==> src/rtl/alu_arb_pkg.sv <==
//==============================================================================
// Module : alu_arb_pkg
// Brief  : Shared types and constants for the two-port ALU arbiter.
// Rev    : 1.0 - initial release
//==============================================================================
`default_nettype none

package alu_arb_pkg;

   typedef enum logic [1:0] {
      IDLE = 2'd0,
      EXEC = 2'd1,
      RESP = 2'd2
   } arb_state_t;

   localparam int unsigned PORT_EXE = 0;
   localparam int unsigned PORT_AGU = 1;

   localparam logic [2:0] F3_ADD  = 3'b000;
   localparam logic [2:0] F3_SLL  = 3'b001;
   localparam logic [2:0] F3_SLT  = 3'b010;
   localparam logic [2:0] F3_SLTU = 3'b011;
   localparam logic [2:0] F3_XOR  = 3'b100;
   localparam logic [2:0] F3_SR   = 3'b101;
   localparam logic [2:0] F3_OR   = 3'b110;
   localparam logic [2:0] F3_AND  = 3'b111;

endpackage

`default_nettype wire

==> src/rtl/alu.sv <==
//==============================================================================
// Module : alu
// Brief  : Core 32-bit combinational ALU (funct3 / funct7[5] decode).
// Rev    : 1.0 - initial release
//==============================================================================
`default_nettype none

module alu
   import alu_arb_pkg::*;
(
   input  logic [31:0] a,
   input  logic [31:0] b,
   input  logic [2:0]  funct3,
   input  logic        funct7_5b,
   output logic [31:0] out
);

   logic [4:0] w_shamt;
   logic       w_lt_s;
   logic       w_lt_u;

   assign w_shamt = b[4:0];
   assign w_lt_s  = $signed(a) < $signed(b);
   assign w_lt_u  = a < b;

   // funct7_5b turns a<b into a>=b for both compare flavours
   always_comb begin
      out = 32'd0;
      case (funct3)
         F3_ADD:  out = funct7_5b ? (a - b) : (a + b);
         F3_SLL:  out = a << w_shamt;
         F3_SLT:  out = {31'd0, w_lt_s ^ funct7_5b};
         F3_SLTU: out = {31'd0, w_lt_u ^ funct7_5b};
         F3_XOR:  out = a ^ b;
         F3_SR:   out = funct7_5b ? $unsigned($signed(a) >>> w_shamt) : (a >> w_shamt);
         F3_OR:   out = a | b;
         F3_AND:  out = a & b;
         default: out = 32'd0;
      endcase
   end

endmodule

`default_nettype wire

==> src/rtl/alu_arb_grant.sv <==
//==============================================================================
// Module : alu_arb_grant
// Brief  : One-hot grant between the two ALU requesters, valid only in IDLE.
//          ALU_ARB_RR_EN selects round-robin, otherwise port 0 has priority.
// Rev    : 1.0 - initial release
//==============================================================================
`default_nettype none

module alu_arb_grant
   import alu_arb_pkg::*;
(
   input  logic [1:0] i_valid,
   input  logic       i_idle,
`ifdef ALU_ARB_RR_EN
   input  logic       i_last_grant,
`endif
   output logic [1:0] o_grant
);

   always_comb begin
      o_grant = 2'b00;
      if (i_idle) begin
`ifdef ALU_ARB_RR_EN
         // on contention the port not served last wins
         if (i_valid[PORT_EXE] && i_valid[PORT_AGU]) begin
            o_grant = i_last_grant ? 2'b01 : 2'b10;
         end else begin
            o_grant = i_valid;
         end
`else
         o_grant[PORT_EXE] = i_valid[PORT_EXE];
         o_grant[PORT_AGU] = i_valid[PORT_AGU] & ~i_valid[PORT_EXE];
`endif
      end
   end

endmodule

`default_nettype wire

==> src/rtl/alu_arbiter.sv <==
//==============================================================================
// Module : alu_arbiter
// Brief  : Shares one ALU between execute (port 0) and AGU (port 1) with a
//          IDLE->EXEC->RESP sequencer. ALU_ARB_RR_EN enables round-robin.
// Rev    : 1.0 - initial release
//==============================================================================
`default_nettype none

module alu_arbiter
   import alu_arb_pkg::*;
#(
   parameter int TAG_W = 4
) (
   input  logic             clk,
   input  logic             rst_n,
   input  logic             req0_valid,
   output logic             req0_ready,
   input  logic [31:0]      req0_a,
   input  logic [31:0]      req0_b,
   input  logic [2:0]       req0_funct3,
   input  logic             req0_funct7_5b,
   input  logic [TAG_W-1:0] req0_tag,
   input  logic             req1_valid,
   output logic             req1_ready,
   input  logic [31:0]      req1_a,
   input  logic [31:0]      req1_b,
   input  logic [2:0]       req1_funct3,
   input  logic             req1_funct7_5b,
   input  logic [TAG_W-1:0] req1_tag,
   output logic             rsp0_valid,
   input  logic             rsp0_ready,
   output logic [31:0]      rsp0_data,
   output logic [TAG_W-1:0] rsp0_tag,
   output logic             rsp1_valid,
   input  logic             rsp1_ready,
   output logic [31:0]      rsp1_data,
   output logic [TAG_W-1:0] rsp1_tag
);

   arb_state_t       r_state;
   logic [31:0]      r_a;
   logic [31:0]      r_b;
   logic [2:0]       r_funct3;
   logic             r_funct7_5b;
   logic [TAG_W-1:0] r_tag;
   logic             r_gidx;
   logic [31:0]      r_result;
   logic             r_rsp0_valid;
   logic             r_rsp1_valid;

   logic [1:0]       w_grant;
   logic             w_accept;
   logic             w_sel1;
   logic             w_rsp_done;
   logic [31:0]      w_alu_out;

`ifdef ALU_ARB_RR_EN
   logic             r_last_grant;

   always_ff @(posedge clk or negedge rst_n) begin
      if (!rst_n) begin
         r_last_grant <= 1'b1;
      end else if (w_accept) begin
         r_last_grant <= w_grant[PORT_AGU];
      end
   end
`endif

   alu_arb_grant u_grant (
      .i_valid      ({req1_valid, req0_valid}),
      .i_idle       (r_state == IDLE),
`ifdef ALU_ARB_RR_EN
      .i_last_grant (r_last_grant),
`endif
      .o_grant      (w_grant)
   );

   alu u_alu (
      .a         (r_a),
      .b         (r_b),
      .funct3    (r_funct3),
      .funct7_5b (r_funct7_5b),
      .out       (w_alu_out)
   );

   assign req0_ready = w_grant[PORT_EXE];
   assign req1_ready = w_grant[PORT_AGU];
   assign w_accept   = |w_grant;
   assign w_sel1     = w_grant[PORT_AGU];
   assign w_rsp_done = (r_rsp0_valid & rsp0_ready) | (r_rsp1_valid & rsp1_ready);

   always_ff @(posedge clk or negedge rst_n) begin
      if (!rst_n) begin
         r_state      <= IDLE;
         r_a          <= 32'd0;
         r_b          <= 32'd0;
         r_funct3     <= 3'd0;
         r_funct7_5b  <= 1'b0;
         r_tag        <= '0;
         r_gidx       <= 1'b0;
         r_result     <= 32'd0;
         r_rsp0_valid <= 1'b0;
         r_rsp1_valid <= 1'b0;
      end else begin
         case (r_state)
            IDLE: begin
               if (w_accept) begin
                  r_a         <= w_sel1 ? req1_a         : req0_a;
                  r_b         <= w_sel1 ? req1_b         : req0_b;
                  r_funct3    <= w_sel1 ? req1_funct3    : req0_funct3;
                  r_funct7_5b <= w_sel1 ? req1_funct7_5b : req0_funct7_5b;
                  r_tag       <= w_sel1 ? req1_tag       : req0_tag;
                  r_gidx      <= w_sel1;
                  r_state     <= EXEC;
               end
            end
            EXEC: begin
               r_result     <= w_alu_out;
               r_rsp0_valid <= ~r_gidx;
               r_rsp1_valid <= r_gidx;
               r_state      <= RESP;
            end
            RESP: begin
               if (w_rsp_done) begin
                  r_rsp0_valid <= 1'b0;
                  r_rsp1_valid <= 1'b0;
                  r_state      <= IDLE;
               end
            end
            default: r_state <= IDLE;
         endcase
      end
   end

   // tag is captured at accept, so it is already stable when RESP begins
   assign rsp0_valid = r_rsp0_valid;
   assign rsp1_valid = r_rsp1_valid;
   assign rsp0_data  = r_result;
   assign rsp1_data  = r_result;
   assign rsp0_tag   = r_tag;
   assign rsp1_tag   = r_tag;

endmodule

`default_nettype wire

==> config.mk <==
export PLATFORM = sky130hd
export DESIGN_NAME = alu_arbiter
export DESIGN_NICKNAME = d
export VERILOG_FILES = /design/src/rtl/alu_arb_pkg.sv /design/src/rtl/alu.sv /design/src/rtl/alu_arb_grant.sv /design/src/rtl/alu_arbiter.sv
export SDC_FILE = /design/constraint.sdc
export NUM_CORES = 1
export LEC_CHECK = 0
export CAP_MARGIN = 20
export CORE_MARGIN = 5
export CORE_UTILIZATION = 45
export DETAILED_ROUTE_END_ITERATION = 8
export GPL_ROUTABILITY_DRIVEN = 0
export PLACE_DENSITY = 0.69
export SETUP_SLACK_MARGIN = 0.05
export SLEW_MARGIN = 20
export SYNTH_ARGS = -nofsm -noshare
export SYNTH_HDL_FRONTEND = slang
export SYNTH_HIERARCHICAL = 1
export SYNTH_SLANG_ARGS = --single-unit
==> constraint.sdc <==
create_clock -name clk -period 4.59 [get_ports clk]
set_clock_uncertainty 0.15 [all_clocks]
set_input_delay 1.1475 -clock clk [delete_from_list [all_inputs] [get_ports clk]]
set_output_delay 1.1475 -clock clk [all_outputs]
set_load 0.02 [all_outputs]
== Yosys cells after proc, flatten, opt, wreduce, memory -nomap -nowiden ==
Cells that the tools add are included.

* Flip-flop bits (word level): 109
* Input bits: 150
* Output and inout port bits: 76
* Word-level logic and storage cells: 61

* Add/sub/neg operators: 2
* $lt $le $gt $ge: 2
* Equal/unequal tests: 11
* Shifts and indexed selects: 3
* Mux-type cells: 15
* Bitwise operators: 11
* Reduce and logical (&&, ||, !) cells: 7

{| class="wikitable"
|+ Operator list
! kind !! count
|-
| 32-bit one-hot mux with 8 select lines || 1
|-
| 32-bit 2-to-1 mux || 4
|-
| 32-bit less-than comparator || 2
|-
| 32-bit adder || 1
|-
| 32-bit AND || 1
|-
| 32-bit OR || 1
|-
| 32-bit by 5-bit << shifter with 32-bit output || 1
|-
| 32-bit by 5-bit >> shifter with 32-bit output || 1
|-
| 32-bit by 5-bit >>> shifter with 32-bit output || 1
|-
| 32-bit subtractor || 1
|-
| 32-bit bitwise XOR || 1
|-
| 3-bit equality test, second input constant || 4
|-
| 3-bit by 2-bit equality test with 1-bit output, second input constant || 2
|-
| 2-bit 2-to-1 mux || 3
|-
| 2-bit one-hot mux with 3 select lines || 1
|-
| 2-bit AND reduction || 3
|-
| 4-bit 2-to-1 mux || 1
|-
| 2-bit != test, second input constant || 2
|-
| 1-bit one-hot mux with 2 select lines || 2
|-
| 1-bit AND || 3
|-
| 3-bit by 1-bit equality test with 1-bit output, second input constant || 1
|-
| 3-bit zero test || 1
|-
| 3-bit 2-to-1 mux || 1
|-
| 2-bit by 1-bit equality test with 1-bit output, second input constant || 1
|-
| 8 further kinds || 11
|}

== Logic depth before layout (Yosys ltp) ==
* Word-level depth: 6
* Gate-level depth with buffers: 15
* Mapped depth without buffers: 13

== By module ==
The synthesis kept the hierarchy.

{| class="wikitable"
|+ By module, submodules not included
! module !! instances !! cells each !! area an instance (um^2) !! seq. area each (um^2)
|-
| alu || 1 || 1287 || 8539.4 || 0.0
|-
| alu_arbiter || 1 || 356 || 5569.1 || 2727.6
|-
| alu_arb_grant || 1 || 2 || 16.3 || 0.0
|}

== Worst setup path before layout ==
Ideal clock, no wire load.

* Path kind: register -> register
* Start: register r_b[2]
* End: register r_result[30] (netlist: rsp0_data[30])
* Setup time: 128 ps
* Arrival time: 3575 ps
* Data required time: 4312 ps
* Path slack: 737 ps
* Cell stages (with the launch flop): 15
* Path buffers: 2
* Period minus slack after synthesis: 3853 ps
* Cell sequence: dfrtp_1 -> inv_2 -> buf_1 -> buf_1 -> ha_1 -> o21bai_1 -> a2111oi_2 -> nor4_1 -> o211ai_1 -> a211o_1 -> nor2_1 -> a221oi_2 -> xnor2_1 -> o211ai_2 -> mux2_1

* Longest elaborated chain between the ends: 3
* Elaborated cells on any way between the ends: 8
* Those cells by class: add/sub: 2; shift: 3; mux: 3

{| class="wikitable"
|+ Ends and longest elaborated chain
! what !! RTL line !! text
|-
| from (decl) || alu_arbiter.sv:42 || <nowiki>logic [31:0] r_b;</nowiki>
|-
| from (signal assigned) || alu_arbiter.sv:109 || <nowiki>r_b <= w_sel1 ? req1_b : req0_b;</nowiki>
|-
| 32-bit adder, or another cell as far along || alu.sv:30 || <nowiki>F3_ADD: out = funct7_5b ? (a - b) : (a + b);</nowiki>
|-
| 32-bit 2-to-1 mux, on equally long branches || alu.sv:30, alu.sv:35 ||
|-
| 32-bit one-hot mux with 8 select lines * || alu.sv:29 || <nowiki>case (funct3)</nowiki>
|-
| net w_alu_out[30] || alu_arbiter.sv:55 || <nowiki>logic [31:0] w_alu_out;</nowiki>
|-
| to (signal assigned) || alu_arbiter.sv:118 || <nowiki>r_result <= w_alu_out;</nowiki>
|-
| to (decl) || alu_arbiter.sv:47 || <nowiki>logic [31:0] r_result;</nowiki>
|}

The timed path passes the listed nets; every way through them passes the cells marked *.
A chain may end at the register's enable or synchronous reset.

== Final worst setup path ==
* Start: register r_a[0]
* End: register r_result[28] (netlist: rsp0_data[28])

* Longest elaborated chain between the ends: 3
* Elaborated cells on any way between the ends: 8
* Those cells by class: add/sub: 2; shift: 3; mux: 3

{| class="wikitable"
|+ Ends and longest elaborated chain
! what !! RTL line !! text
|-
| from (decl) || alu_arbiter.sv:41 || <nowiki>logic [31:0] r_a;</nowiki>
|-
| from (signal assigned) || alu_arbiter.sv:108 || <nowiki>r_a <= w_sel1 ? req1_a : req0_a;</nowiki>
|-
| 32-bit adder, or another cell as far along || alu.sv:30 ||
|-
| 32-bit 2-to-1 mux, on equally long branches || alu.sv:30, alu.sv:35 ||
|-
| 32-bit one-hot mux with 8 select lines * || alu.sv:29 ||
|-
| net w_alu_out[28] || alu_arbiter.sv:55 ||
|}

Marks and branches as above.

==> metrics.txt <==
register area share after synthesis 19.3%; Synth top cells by count 164 x nor2_1, 135 x o21ai_0, 118 x nand2_1; core area 30800 sq um; CP arrival 4.17 ns; drt total wl 50300 microns; first-pass GRT wire length 76000 microns; Tmin final 4.07 ns; number of routed nets with antenna violations 0; Hold Crit Class reg2reg; post-cts repair resize count 0; total number of vias 14.0k; number of CTS-inserted buffers 9; Die Y 187 microns; Pins Over Slew Limit 0; Critical Path RT 4.70 ns; post-place setup slack 0.588 ns; largest net degree at the start of global routing 86; Worst-path clk slew 0.08 ns; clock buffer depth 2; initial DRC count 2417; EDFF count, synth 0; CP max FO 6; Worst Max-Slew Pin Slew 1.16 ns; total clock sinks 109; crit path cell chain ha_1 > inv_1 > fa_1 > nand3b_1 > a21o_1 > a2111o_1 > a41oi_1 > o2111ai_1 > o21ai_1 > nor4b_2 > xnor2_1 > o21ai_1 > mux2_1; root buf cell clkbuf_16; all-layer global routing usage 27.1%; Post-route DRC 0; Synth area leader dfrtp_1; crit path max-delay cell type dfrtp_1; area delta synth->final 17.5%; CP Capture Type flop; Die X 187 microns; cell area after layout 16600 sq um; row cnt 64; CTS tree yes; full die area 35000 sq um; CP dominant cell by count o21ai_1; I/O pin cnt 226; Slowest Stage Delay on Critical Path 0.51 ns; Reg area 2740 sq um; CP Class reg2reg; wire length per cell 23.2 microns; post-synth net total 1894; initial core utilization 45.8%; post-layout worst setup margin 0.524 ns; # nets final 2016; Hold Buf Count CTS 0; initial antenna violation count 2; syn avg cell area 8.59 sq um; Critical Path Start r_a[0]$_DFFE_PN0P_; share of post-route cells with drive strength above 1 16.3%; Slew HR 22.5%; main area contributors after synthesis dfrtp_1 19%, ha_1 8.6%, mux2_4 7.3%; multi-input logic area 10100 sq um; H-tree depth 3; share of flip-flops with an asynchronous set or reset 100%; #FFs+latches synth 109; vias per inst 6.46; Synthesis Warnings 6; fill count 2758; critical path launch point type flop; Yosys top cell area share 19.3%; RSZ-0062 raised after global routing no; final setup TNS 0 ns; cell count after synthesis 1645; clock latency reported for the late side of the worst-skew pair 0.38 ns; count of cell types in the netlist 87; total gr overflow 0; Final setup viols 0; Post-CTS Setup Bufs 0; max-cap violations 0; worst r2r src r_a[0]$_DFFE_PN0P_; Post-synth top flop dfrtp_1; outcome complete, no violations; vias in the first global route 13.0k; final hold violations 0; Placed Area 16300 sq um; ANT cells 0; Mapped Area 14100 sq um; Highest Clock Rate 246 MHz; First-pass DRT Iterations 8; DPL Wire Length 38200 microns; period utilization 88.6%; Hold Startpoint r_gidx$_DFFE_PN0P_; most frequent cell after synthesis nor2_1; Port Buffer Count 225
-- cell usage in the layout (no fill, tap or decap), drive strengths merged, types with 11 or more instances in the layout --
cell type / instances
a211oi: 23
a21o: 14
a21oi: 114
a22oi: 15
buf: 46
clkdlybuf4s50: 224
dfrtp: 109
ha: 97
inv: 103
mux2: 187
mux2i: 53
mux4: 36
nand2: 118
nand3: 21
nor2: 165
nor3: 25
o211ai: 33
o21ai: 141
o221ai: 13
o31ai: 18
or3: 11
xnor2: 25
-- final timing paths --
check	slack (ns)	cells past startpoint	to
setup / recovery	0.52	13	rsp0_data[28]$_DFFE_PN0P_
hold / removal	0.31	1	rsp0_valid$_DFFE_PN0P_
setup reg to reg	0.52	13	rsp0_data[28]$_DFFE_PN0P_
hold reg to reg	0.31	1	rsp0_valid$_DFFE_PN0P_
max in group asynchronous	2.61	2	rsp0_valid$_DFFE_PN0P_
min in group asynchronous	0.74	1	r_b[17]$_DFFE_PN0P_
-- layout make-up --
| class | instances | area share, % |
|---|---|---|
| multi-input cells | 1277 | 60.8 |
| flip-flops and latches | 109 | 16.5 |
| repair buffers | 270 | 15.7 |
| well taps | 396 | 2.98 |
| inverters | 100 | 2.26 |
| clock buffers | 10 | 1.44 |
| clock inverters | 6 | 0.317 |
-- per-stage QoR --
step | hold WS, ns | std cells | util [%]
after global placement | 0.300 | 2152 | 52.9
after floorplan | 0.275 | 1645 | -
after global routing | 0.320 | 2168 | 53.8
after detailed placement | 0.301 | 2152 | 52.9
after CTS | 0.311 | 2168 | 53.8
final | 0.311 | 2168 | 53.8
-- per-layer routing --
layer | vias to the layer above | GRT usage [%] | wire length (microns)
met2 | 987 | 40.6 | 21400
met4 | 4 | 7.91 | 1780
met5 | - | 0 | 37
met3 | 150 | 9.65 | 6760
met1 | 6663 | 37.0 | 20300
li1 | 6212 | - | -
-- worst max-delay path: cells and delay by family (launching register included) --
kind / cells / cell delay, ns
AOI/OAI and AO/OA: 6 / 1.59
adders and majority gates: 2 / 0.69
DFF: 1 / 0.51
and+or+nand+nor: 2 / 0.44
muxes: 1 / 0.30
xor gates and xnor gates: 1 / 0.17
buffers and inverters: 1 / 0.08
-- registers in the layout, indices dropped and copies added, names as in the netlist --
| signal | flops |
|---|---|
| rsp0_valid | 1 |
| r_a | 32 |
| rsp0_data | 32 |
| rsp0_tag | 4 |
| rsp1_valid | 1 |
| r_funct7_5b | 1 |
| r_b | 32 |
| r_state | 2 |
| r_funct3 | 3 |
| r_gidx | 1 |
-- cell families after synthesis --
group | after synthesis | share of synthesized area, %
AO/OA/AOI/OAI | 474 | 21.9
XOR/XNOR | 29 | 1.80
adder cells (fa/ha/maj) | 99 | 8.88
buffers and inverters | 259 | 9.35
flip-flops | 109 | 19.3
multiplexers | 276 | 26.2
AND/OR/NAND/NOR | 399 | 12.6
Power is left out: the tool's default activity adds up to more than one toggle a clock period on the data nets, which glitch-free logic cannot reach.
